[config.mk]
export PLATFORM = sky130hd
export DESIGN_NAME = sa_csr_axil_flat
export DESIGN_NICKNAME = d
export VERILOG_FILES = /design/src/rtl/sa_csr_axil_pkg.sv /design/src/rtl/sa_csr_axil_if.sv /design/src/rtl/sa_csr_axil_cmd_fifo.sv /design/src/rtl/sa_csr_axil.sv /design/src/flat_wrapper.sv
export SDC_FILE = /design/constraint.sdc
export NUM_CORES = 2
export LEC_CHECK = 0
export ABC_AREA = 1
export BUFFER_PORTS_ARGS = -buffer_cell sky130_fd_sc_hd__buf_2
export CAP_MARGIN = 20
export CORE_MARGIN = 2
export CORE_UTILIZATION = 55
export CTS_CLUSTER_DIAMETER = 60
export DETAILED_ROUTE_END_ITERATION = 7
export GPL_TIMING_DRIVEN = 0
export PLACE_DENSITY = 0.81
export RECOVER_POWER = 100
export REMOVE_ABC_BUFFERS = 1
export SYNTH_ARGS = -nofsm -noshare
export SYNTH_HDL_FRONTEND = slang
export SYNTH_HIERARCHICAL = 1
export SYNTH_SLANG_ARGS = --single-unit
export TNS_END_PERCENT = 50
[constraint.sdc]
create_clock -name clk -period 37.9 [get_ports clk]
set_input_delay 5.685 -clock clk [delete_from_list [all_inputs] [get_ports clk]]
set_output_delay 5.685 -clock clk [all_outputs]
set_load 0.05 [all_outputs]
[src/rtl/sa_csr_axil_pkg.sv]
// sa_csr_axil_pkg: register map, response codes, reset defaults and job record for the SA CSR block.
package sa_csr_axil_pkg;
    localparam int CFG_WORDS = 12;
    localparam int ADDR_CONTROL = 'h00;
    localparam int ADDR_STATUS = 'h04;
    localparam int ADDR_CFG0 = 'h08;
    localparam int ADDR_PERF_CYCLES = 'h38;
    localparam int ADDR_PERF_JOBS = 'h3C;
    localparam int CTRL_START = 0;
    localparam int CTRL_UPDATE_A = 1;
    localparam int CTRL_IRQ_EN = 2;
    localparam int STAT_BUSY = 0;
    localparam int STAT_DONE = 1;
    localparam int STAT_ERROR = 2;
    localparam logic [1:0] RESP_OKAY = 2'b00;
    localparam logic [1:0] RESP_SLVERR = 2'b10;
    localparam logic [31:0] DEFAULT_N = 32'd16;
    localparam logic [31:0] DEFAULT_K = 32'd16;
    localparam logic [31:0] DEFAULT_M = 32'd16;
    localparam logic [31:0] DEFAULT_TILE_SIZE = 32'd16;
    localparam logic [31:0] DEFAULT_BLOCK_M = 32'd16;

    typedef struct packed {
        logic update_a;
        logic [CFG_WORDS*32-1:0] cfg;
    } sa_job_t;

    function automatic logic [31:0] cfg_default(input int i);
        return i == 2 ? DEFAULT_N : i == 3 ? DEFAULT_K : i == 4 ? DEFAULT_M :
               i == 5 ? DEFAULT_TILE_SIZE : i == 6 ? DEFAULT_BLOCK_M : 32'd0;
    endfunction

    function automatic logic [31:0] apply_strb(input logic [31:0] old, input logic [31:0] nv,
                                               input logic [3:0] strb);
        logic [31:0] r;
        r = old;
        for (int b = 0; b < 4; b++) if (strb[b]) r[8*b +: 8] = nv[8*b +: 8];
        return r;
    endfunction
endpackage

[src/rtl/sa_csr_axil_if.sv]
// sa_csr_axil_if: AXI4-Lite bus bundle with master/slave views.
interface sa_csr_axil_if #(parameter int ADDR_W = 12, parameter int DATA_W = 32);
    logic [ADDR_W-1:0] awaddr;
    logic awvalid, awready;
    logic [DATA_W-1:0] wdata;
    logic [DATA_W/8-1:0] wstrb;
    logic wvalid, wready;
    logic [1:0] bresp;
    logic bvalid, bready;
    logic [ADDR_W-1:0] araddr;
    logic arvalid, arready;
    logic [DATA_W-1:0] rdata;
    logic [1:0] rresp;
    logic rvalid, rready;

    modport master(output awaddr, awvalid, wdata, wstrb, wvalid, bready, araddr, arvalid, rready,
                   input awready, wready, bresp, bvalid, arready, rdata, rresp, rvalid);
    modport slave(input awaddr, awvalid, wdata, wstrb, wvalid, bready, araddr, arvalid, rready,
                  output awready, wready, bresp, bvalid, arready, rdata, rresp, rvalid);
endinterface

[src/rtl/sa_csr_axil_cmd_fifo.sv]
// sa_cmd_fifo: power-of-2 FIFO holding job snapshots; push is refused when full (pre-pop level).
module sa_cmd_fifo #(
    parameter int WIDTH = 1,
    parameter int DEPTH = 4
) (
    input  logic                     clk,
    input  logic                     rst_n,
    input  logic                     push,
    input  logic                     pop,
    input  logic [WIDTH-1:0]         din,
    output logic [WIDTH-1:0]         dout,
    output logic                     full,
    output logic                     empty,
    output logic [$clog2(DEPTH):0]   level
);
    localparam int AW = $clog2(DEPTH);
    logic [WIDTH-1:0] mem [DEPTH];
    logic [AW-1:0] wp, rp;
    logic do_push, do_pop;

    assign full = level == (AW+1)'(DEPTH);
    assign empty = level == '0;
    assign do_push = push & ~full;
    assign do_pop = pop & ~empty;
    assign dout = mem[rp];

    always_ff @(posedge clk) if (do_push) mem[wp] <= din;

    always_ff @(posedge clk or negedge rst_n) begin
        if (!rst_n) begin
            wp <= '0;
            rp <= '0;
            level <= '0;
        end else begin
            if (do_push) wp <= wp + 1'b1;
            if (do_pop) rp <= rp + 1'b1;
            level <= level + {{AW{1'b0}}, do_push} - {{AW{1'b0}}, do_pop};
        end
    end
endmodule

[src/rtl/sa_csr_axil.sv]
// sa_csr_axil: AXI4-Lite CSR slave feeding a job queue to the systolic-array controller.
// Define SA_CSR_PERF_CNT_EN to add the PERF_CYCLES/PERF_JOBS counters at 0x38/0x3C.
module sa_csr_axil
    import sa_csr_axil_pkg::*;
#(
    parameter int ADDR_W = 12,
    parameter int DATA_W = 32,
    parameter int NUM_CFG = CFG_WORDS,
    parameter int CMD_DEPTH = 4
) (
    input  logic                   clk,
    input  logic                   rst_n,
    sa_csr_axil_if.slave           s,
    output logic                   job_valid,
    input  logic                   job_ready,
    output logic [NUM_CFG*32-1:0]  job_cfg,
    output logic                   job_update_a,
    input  logic                   core_done,
    input  logic                   core_error,
    output logic                   irq
);
    localparam int LW = $clog2(CMD_DEPTH) + 1;
    localparam int JW = NUM_CFG*32 + 1;
    localparam int W_CTRL = ADDR_CONTROL / 4;
    localparam int W_STAT = ADDR_STATUS / 4;
    localparam int W_CFG0 = ADDR_CFG0 / 4;

    logic alive, aw_held, w_held;
    logic [ADDR_W-1:0] aw_addr;
    logic [DATA_W-1:0] w_data;
    logic [3:0] w_strb;
    logic [2:1] ctrl;
    logic done, err, inflight, busy;
    logic [DATA_W-1:0] cfg [NUM_CFG];
    logic [NUM_CFG*32-1:0] cfg_flat;
    logic [JW-1:0] head;
    logic [LW-1:0] level;
    logic fifo_full, fifo_empty, push, pop;
    logic wr_en, wr_ctrl, wr_stat, wr_mapped, start, overflow, clr_done, clr_err;
    int wi, ri;
    logic [DATA_W-1:0] rd_val;
    logic rd_hit;
    logic unused;

    assign unused = ^{aw_addr[1:0], s.araddr[1:0]};
    // Ready is held off for the first cycle after reset so nothing is accepted while in reset.
    assign s.awready = alive & ~aw_held & ~s.bvalid;
    assign s.wready = alive & ~w_held & ~s.bvalid;
    assign s.arready = alive & ~s.rvalid;

    assign wi = int'(aw_addr[ADDR_W-1:2]);
    assign ri = int'(s.araddr[ADDR_W-1:2]);
    assign wr_en = aw_held & w_held;
    assign wr_ctrl = wr_en && wi == W_CTRL;
    assign wr_stat = wr_en && wi == W_STAT;
    assign start = wr_ctrl & w_strb[0] & w_data[CTRL_START];
    assign overflow = start & fifo_full;
    assign push = start & ~fifo_full;
    assign pop = job_valid & job_ready;
    assign clr_done = wr_stat & w_strb[0] & w_data[STAT_DONE];
    assign clr_err = wr_stat & w_strb[0] & w_data[STAT_ERROR];
    assign busy = ~fifo_empty | inflight;
    assign job_valid = ~fifo_empty;
    assign job_cfg = head[NUM_CFG*32-1:0];
    assign job_update_a = head[JW-1];

    for (genvar i = 0; i < NUM_CFG; i++) begin : g_flat
        assign cfg_flat[32*i +: 32] = cfg[i];
    end

`ifdef SA_CSR_PERF_CNT_EN
    logic [31:0] perf_cycles, perf_jobs;
    assign wr_mapped = wi < W_CFG0 + NUM_CFG || wi == ADDR_PERF_CYCLES / 4 || wi == ADDR_PERF_JOBS / 4;

    always_ff @(posedge clk or negedge rst_n) begin
        if (!rst_n) begin
            perf_cycles <= '0;
            perf_jobs <= '0;
        end else begin
            if (pop) perf_cycles <= '0;
            else if (inflight && perf_cycles != '1) perf_cycles <= perf_cycles + 1'b1;
            if (wr_en && wi == ADDR_PERF_JOBS / 4) perf_jobs <= '0;
            else if (core_done | core_error) perf_jobs <= perf_jobs + 1'b1;
        end
    end
`else
    assign wr_mapped = wi < W_CFG0 + NUM_CFG;
`endif

    always_comb begin
        rd_val = '0;
        rd_hit = 1'b1;
        for (int i = 0; i < NUM_CFG; i++) if (ri == W_CFG0 + i) rd_val = cfg[i];
        if (ri == W_CTRL) rd_val = {29'b0, ctrl, 1'b0};
        else if (ri == W_STAT) rd_val = {16'b0, 8'(level), 5'b0, err, done, busy};
`ifdef SA_CSR_PERF_CNT_EN
        else if (ri == ADDR_PERF_CYCLES / 4) rd_val = perf_cycles;
        else if (ri == ADDR_PERF_JOBS / 4) rd_val = perf_jobs;
`endif
        else if (ri >= W_CFG0 + NUM_CFG || ri < W_CFG0) rd_hit = 1'b0;
    end

    sa_cmd_fifo #(.WIDTH(JW), .DEPTH(CMD_DEPTH)) u_fifo (
        .clk(clk), .rst_n(rst_n), .push(push), .pop(pop),
        .din({w_strb[0] ? w_data[CTRL_UPDATE_A] : ctrl[CTRL_UPDATE_A], cfg_flat}),
        .dout(head), .full(fifo_full), .empty(fifo_empty), .level(level)
    );

    always_ff @(posedge clk or negedge rst_n) begin
        if (!rst_n) begin
            alive <= 1'b0;
            aw_held <= 1'b0;
            w_held <= 1'b0;
            aw_addr <= '0;
            w_data <= '0;
            w_strb <= '0;
            s.bvalid <= 1'b0;
            s.bresp <= RESP_OKAY;
            ctrl <= '0;
            done <= 1'b0;
            err <= 1'b0;
            inflight <= 1'b0;
            irq <= 1'b0;
            for (int i = 0; i < NUM_CFG; i++) cfg[i] <= cfg_default(i);
        end else begin
            alive <= 1'b1;
            if (s.awvalid && s.awready) begin
                aw_held <= 1'b1;
                aw_addr <= s.awaddr;
            end
            if (s.wvalid && s.wready) begin
                w_held <= 1'b1;
                w_data <= s.wdata;
                w_strb <= s.wstrb;
            end
            if (wr_en) begin
                aw_held <= 1'b0;
                w_held <= 1'b0;
                s.bvalid <= 1'b1;
                s.bresp <= (!wr_mapped || overflow) ? RESP_SLVERR : RESP_OKAY;
            end else if (s.bready) s.bvalid <= 1'b0;
            if (wr_ctrl && w_strb[0]) ctrl <= w_data[2:1];
            for (int i = 0; i < NUM_CFG; i++)
                if (wr_en && wi == W_CFG0 + i) cfg[i] <= apply_strb(cfg[i], w_data, w_strb);
            // Hardware set beats a same-cycle W1C.
            done <= core_done | (done & ~clr_done);
            err <= core_error | overflow | (err & ~clr_err);
            inflight <= pop | (inflight & ~(core_done | core_error));
            irq <= ctrl[CTRL_IRQ_EN] & (done | err);
        end
    end

    always_ff @(posedge clk or negedge rst_n) begin
        if (!rst_n) begin
            s.rvalid <= 1'b0;
            s.rdata <= '0;
            s.rresp <= RESP_OKAY;
        end else if (s.arvalid && s.arready) begin
            s.rvalid <= 1'b1;
            s.rdata <= rd_hit ? rd_val : '0;
            s.rresp <= rd_hit ? RESP_OKAY : RESP_SLVERR;
        end else if (s.rready) s.rvalid <= 1'b0;
    end
endmodule

[src/flat_wrapper.sv]
// flat-port wrapper written by rule: the top's interface ports become plain ports
module sa_csr_axil_flat import sa_csr_axil_pkg::*;
#(
    parameter int ADDR_W = 12,
    parameter int DATA_W = 32,
    parameter int NUM_CFG = CFG_WORDS,
    parameter int CMD_DEPTH = 4
)
  (clk, rst_n, job_valid, job_ready, job_cfg, job_update_a, core_done, core_error, irq, s_awaddr, s_awvalid, s_wdata, s_wstrb, s_wvalid, s_bready, s_araddr, s_arvalid, s_rready, s_awready, s_wready, s_bresp, s_bvalid, s_arready, s_rdata, s_rresp, s_rvalid);
  sa_csr_axil_if #(.ADDR_W(ADDR_W), .DATA_W(DATA_W)) s_i ();
  input  logic clk;
  input  logic rst_n;
  output logic job_valid;
  input  logic job_ready;
  output logic [NUM_CFG*32-1:0] job_cfg;
  output logic job_update_a;
  input  logic core_done;
  input  logic core_error;
  output logic irq;
  input wire logic [$bits(s_i.awaddr)-1:0] s_awaddr;
  input wire logic [$bits(s_i.awvalid)-1:0] s_awvalid;
  input wire logic [$bits(s_i.wdata)-1:0] s_wdata;
  input wire logic [$bits(s_i.wstrb)-1:0] s_wstrb;
  input wire logic [$bits(s_i.wvalid)-1:0] s_wvalid;
  input wire logic [$bits(s_i.bready)-1:0] s_bready;
  input wire logic [$bits(s_i.araddr)-1:0] s_araddr;
  input wire logic [$bits(s_i.arvalid)-1:0] s_arvalid;
  input wire logic [$bits(s_i.rready)-1:0] s_rready;
  output wire logic [$bits(s_i.awready)-1:0] s_awready;
  output wire logic [$bits(s_i.wready)-1:0] s_wready;
  output wire logic [$bits(s_i.bresp)-1:0] s_bresp;
  output wire logic [$bits(s_i.bvalid)-1:0] s_bvalid;
  output wire logic [$bits(s_i.arready)-1:0] s_arready;
  output wire logic [$bits(s_i.rdata)-1:0] s_rdata;
  output wire logic [$bits(s_i.rresp)-1:0] s_rresp;
  output wire logic [$bits(s_i.rvalid)-1:0] s_rvalid;
  assign s_i.awaddr = s_awaddr;
  assign s_i.awvalid = s_awvalid;
  assign s_i.wdata = s_wdata;
  assign s_i.wstrb = s_wstrb;
  assign s_i.wvalid = s_wvalid;
  assign s_i.bready = s_bready;
  assign s_i.araddr = s_araddr;
  assign s_i.arvalid = s_arvalid;
  assign s_i.rready = s_rready;
  assign s_awready = s_i.awready;
  assign s_wready = s_i.wready;
  assign s_bresp = s_i.bresp;
  assign s_bvalid = s_i.bvalid;
  assign s_arready = s_i.arready;
  assign s_rdata = s_i.rdata;
  assign s_rresp = s_i.rresp;
  assign s_rvalid = s_i.rvalid;
  sa_csr_axil #(.ADDR_W(ADDR_W), .DATA_W(DATA_W), .NUM_CFG(NUM_CFG), .CMD_DEPTH(CMD_DEPTH)) u_core (.clk(clk), .rst_n(rst_n), .s(s_i), .job_valid(job_valid), .job_ready(job_ready), .job_cfg(job_cfg), .job_update_a(job_update_a), .core_done(core_done), .core_error(core_error), .irq(irq));
endmodule
==> results.toml <==
[routing]
drt-initial-drc-count = 7080
drtPass1Iterations = 6
drt_drc_violations_left = 0
antenna_left = 0
vias = 56943
wl_per_cell_um = 22.9
via_per_inst = 5.76
wl_um = 226000

[pwr]
power.total_mw = 7.17
p_int_mw = 4.03
power_density_nw_per_um2 = 78.6
power_frac_seq = 0.345
switchingPower_mw = 3.14
power_frac_comb = 0.375
clkPwrFrac = 0.279
ir_worst_vdd_mv = 0.0889
swShare = 0.438
p_leak_nw = 39.0

[logic_synthesis]
synthSimpleGateAreaFrac = 0.146
yosys-top-cells-count = "nand2_1, edfxtp_1, o21ai_0, nor2_1, inv_1"
synthAdderAreaFrac = 0.00117
ys_warn_count = 6
synthCells = 7378
synth_edf_count = 1540
synthTopCellsByArea = "edfxtp_1, dfrtp_1, nand2_1, o21ai_0, nor2_1"
ys_seq_area_frac = 0.718
syn_area_per_cell_um2 = 11.0
synth_compound_area_frac = 0.0821
yosysTopAreaCellShare = 0.569
ys.flop_type = "edfxtp_1"
synthMuxAreaShare = 0.00153
synth-xor-area-share = 0
synth_most_common_cell = "nand2_1"
async_reset_ff_frac = 0.238
synth_top_area_cell = "edfxtp_1"
synth.ff_latch_count = 2022
netlist_area_um2 = 81200
synth_top_family_by_area = "simple AND/OR/NAND/NOR gates"
synth_cell_types = 43

[floorplanning]
num_io_pins = 498
start_util = 0.552
fp.dieH_um = 388
dieArea_um2 = 151000
fp-row-count = 141
core_um2 = 147000
die_w_um = 388

[global_route]
use_met3 = 0.0653
grt_pass1_vias = 54440
antenna_found_initial = 9
track_usage = 0.296
grt_pass1_wl_um = 332000
grt_use_met2 = 0.469
grt_max_degree = 161
busiest_layer = "met2"
grt_overflow = 0
use_met1 = 0.382

[placed_design]
dpl.hpwl_um = 140000
port_buffers = 491
routabilityCongestion = 0.818

[clock_network]
cts-resized-gates = 0
clk_latency_ns = 0.87
cts_tree = "yes"
cts_buffers = 198
hold_buffers = 0
cts-htree-levels = 4
post_cts_buffers = 0
clk_pin_slew_worst_paths_ns = 0.06
clkSinkCount = 2022
clk_path_buf_depth = 3
root_buffer = "clkbuf_16"

[finish]
drive_above_1_share = 0.0557
final_net_count = 7860
fillCellCount = 10989
area.growth.synth_to_final_pct = 12.4

[setup_path]
crit_family = "buffers and inverters"
critPathMaxFanout = 101
critPathLaunchType = "flip-flop"
cpPeakStageDelay_ns = 3.84
critical_path_class = "flip-flop to primary output"
cp_slowest_cell = "clkinvlp_2"
ff2ff_setup_slack_ns = 26.18
cp.arrival_ns = 15.57
cp_common_cell = "clkbuf_1"
path_buf_inv = 5
cp-end-kind = "primary output"
required_ns = 32.22
cp_cell_sequence = "clkbuf_1, clkinvlp_2, clkbuf_1, clkbuf_1, o21ai_0, nand2_1, clkbuf_1"

[timing]
tightest_slew_ns = 6.99
finalSetupTns_ns = 0
clock.fmax_ghz = 0.0470
skew_ns = 0.0590
timing_hold_violations_final = 0
maxSlewViolCount = 2305
fin_crit_ns = 21.26
finalHoldWorstSlack_ns = 0.478
setup_violations = 0
rsz0062_at_grt = "no"
finalCritPeriodShare = 0.561
relSlewSlack = -3.66

[worst_hold_path]
worstHoldPathType = "flip-flop to flip-flop"

[status]
status = "finished, violations left"
violations = "capacitance limit, slew limit"

[flow_run]
maxCapViolations = 61
path summary, 6_finish.rpt:
check / from / endpoint / cells past startpoint
worst max-delay path: u_core/u_fifo/rp[0] / job_cfg[141] / 7
worst min register to register: u_core/s.rdata[10] / u_core/s.rdata[10] / 2
worst min-delay path: u_core/s.rdata[10] / u_core/s.rdata[10] / 2
min in group asynchronous: rst_n / u_core/cfg[216] / 1
max in group asynchronous: rst_n / u_core/s.rdata[7] / 3
worst max register to register: u_core/u_fifo/rp[0] / u_core/u_fifo/rp[0] / 5
metal layers:
metal	share of wire	routed length [µm]
met2	0.47	106000
met4	0.059	13400
met5	0.00032	72
met3	0.11	24900
met1	0.36	81800
kinds of logic after synthesis:
| logic type | count (synthesis) |
|---|---|
| muxes | 11 |
| buffers and inverters | 951 |
| adders and majority gates | 7 |
| and+or+nand+nor | 3065 |
| other | 2 |
| DFF | 2022 |
| AOI/OAI and AO/OA | 1320 |
power by group through the flow:
stage	clock (mW)	combinational (mW)	sequential, mW
2_1_floorplan	0	2.24	2.60
3_3_place_gp	0	3.21	2.66
3_5_place_dp	0	2.74	2.52
4_1_cts	2.02	2.75	2.48
5_1_grt	2.11	2.85	2.48
6_report	2.00	2.69	2.48
flip-flops by register name (all words and copies together), names as in the netlist, 2 cells and up:
register	cells
u_core/u_fifo/rp	2
u_core/w_strb	4
u_core/w_data	32
u_core/aw_addr	10
u_core/u_fifo/mem	1540
u_core/cfg	384
u_core/u_fifo/level	3
u_core/ctrl	2
u_core/u_fifo/wp	2
u_core/s.rdata	32
per-stage QoR:
stage	cells	area (µm²)	util	setup WS [ns]
final	9892	91300	0.620	16.64
after detailed placement	9513	86600	0.589	28.02
after CTS	9890	93400	0.635	28.10
after global routing	9890	91300	0.620	15.73
after global placement	9403	84000	0.571	-41.47
after floorplan	6982	79100	-	0.843
cell type report:
type	instances	area [µm²]	share of cell area
Sequential cell	2022	58300	0.639
Multi-Input combinational cell	4406	18700	0.205
Clock buffer	282	5610	0.0614
Timing Repair Buffer	601	2920	0.0320
Tap cell	1930	2410	0.0265
Inverter	554	2090	0.0229
Clock inverter	95	1180	0.0130
Antenna cell	2	5.00	0.0000548
layout by cell type, fill, tap and decap left out, drive strengths merged, types with 10 or more instances in the layout:
cell	instances
edfxtp	1540
dfrtp	477
mux2	11
nor2	960
o21ai	1199
a21oi	99
o211ai	10
clkbuf	779
nor3	14
bufinv	14
inv	564
nand4	51
clkinv	65
nand3	86
buf	104
nand2	1941
worst min-delay path, stage by stage, from the launching register on:
cell and delay [ns]:
dfrtp_1 0.34, nand2_1 0.05, nand2_1 0.05
Power figures use the tool's default switching activity.
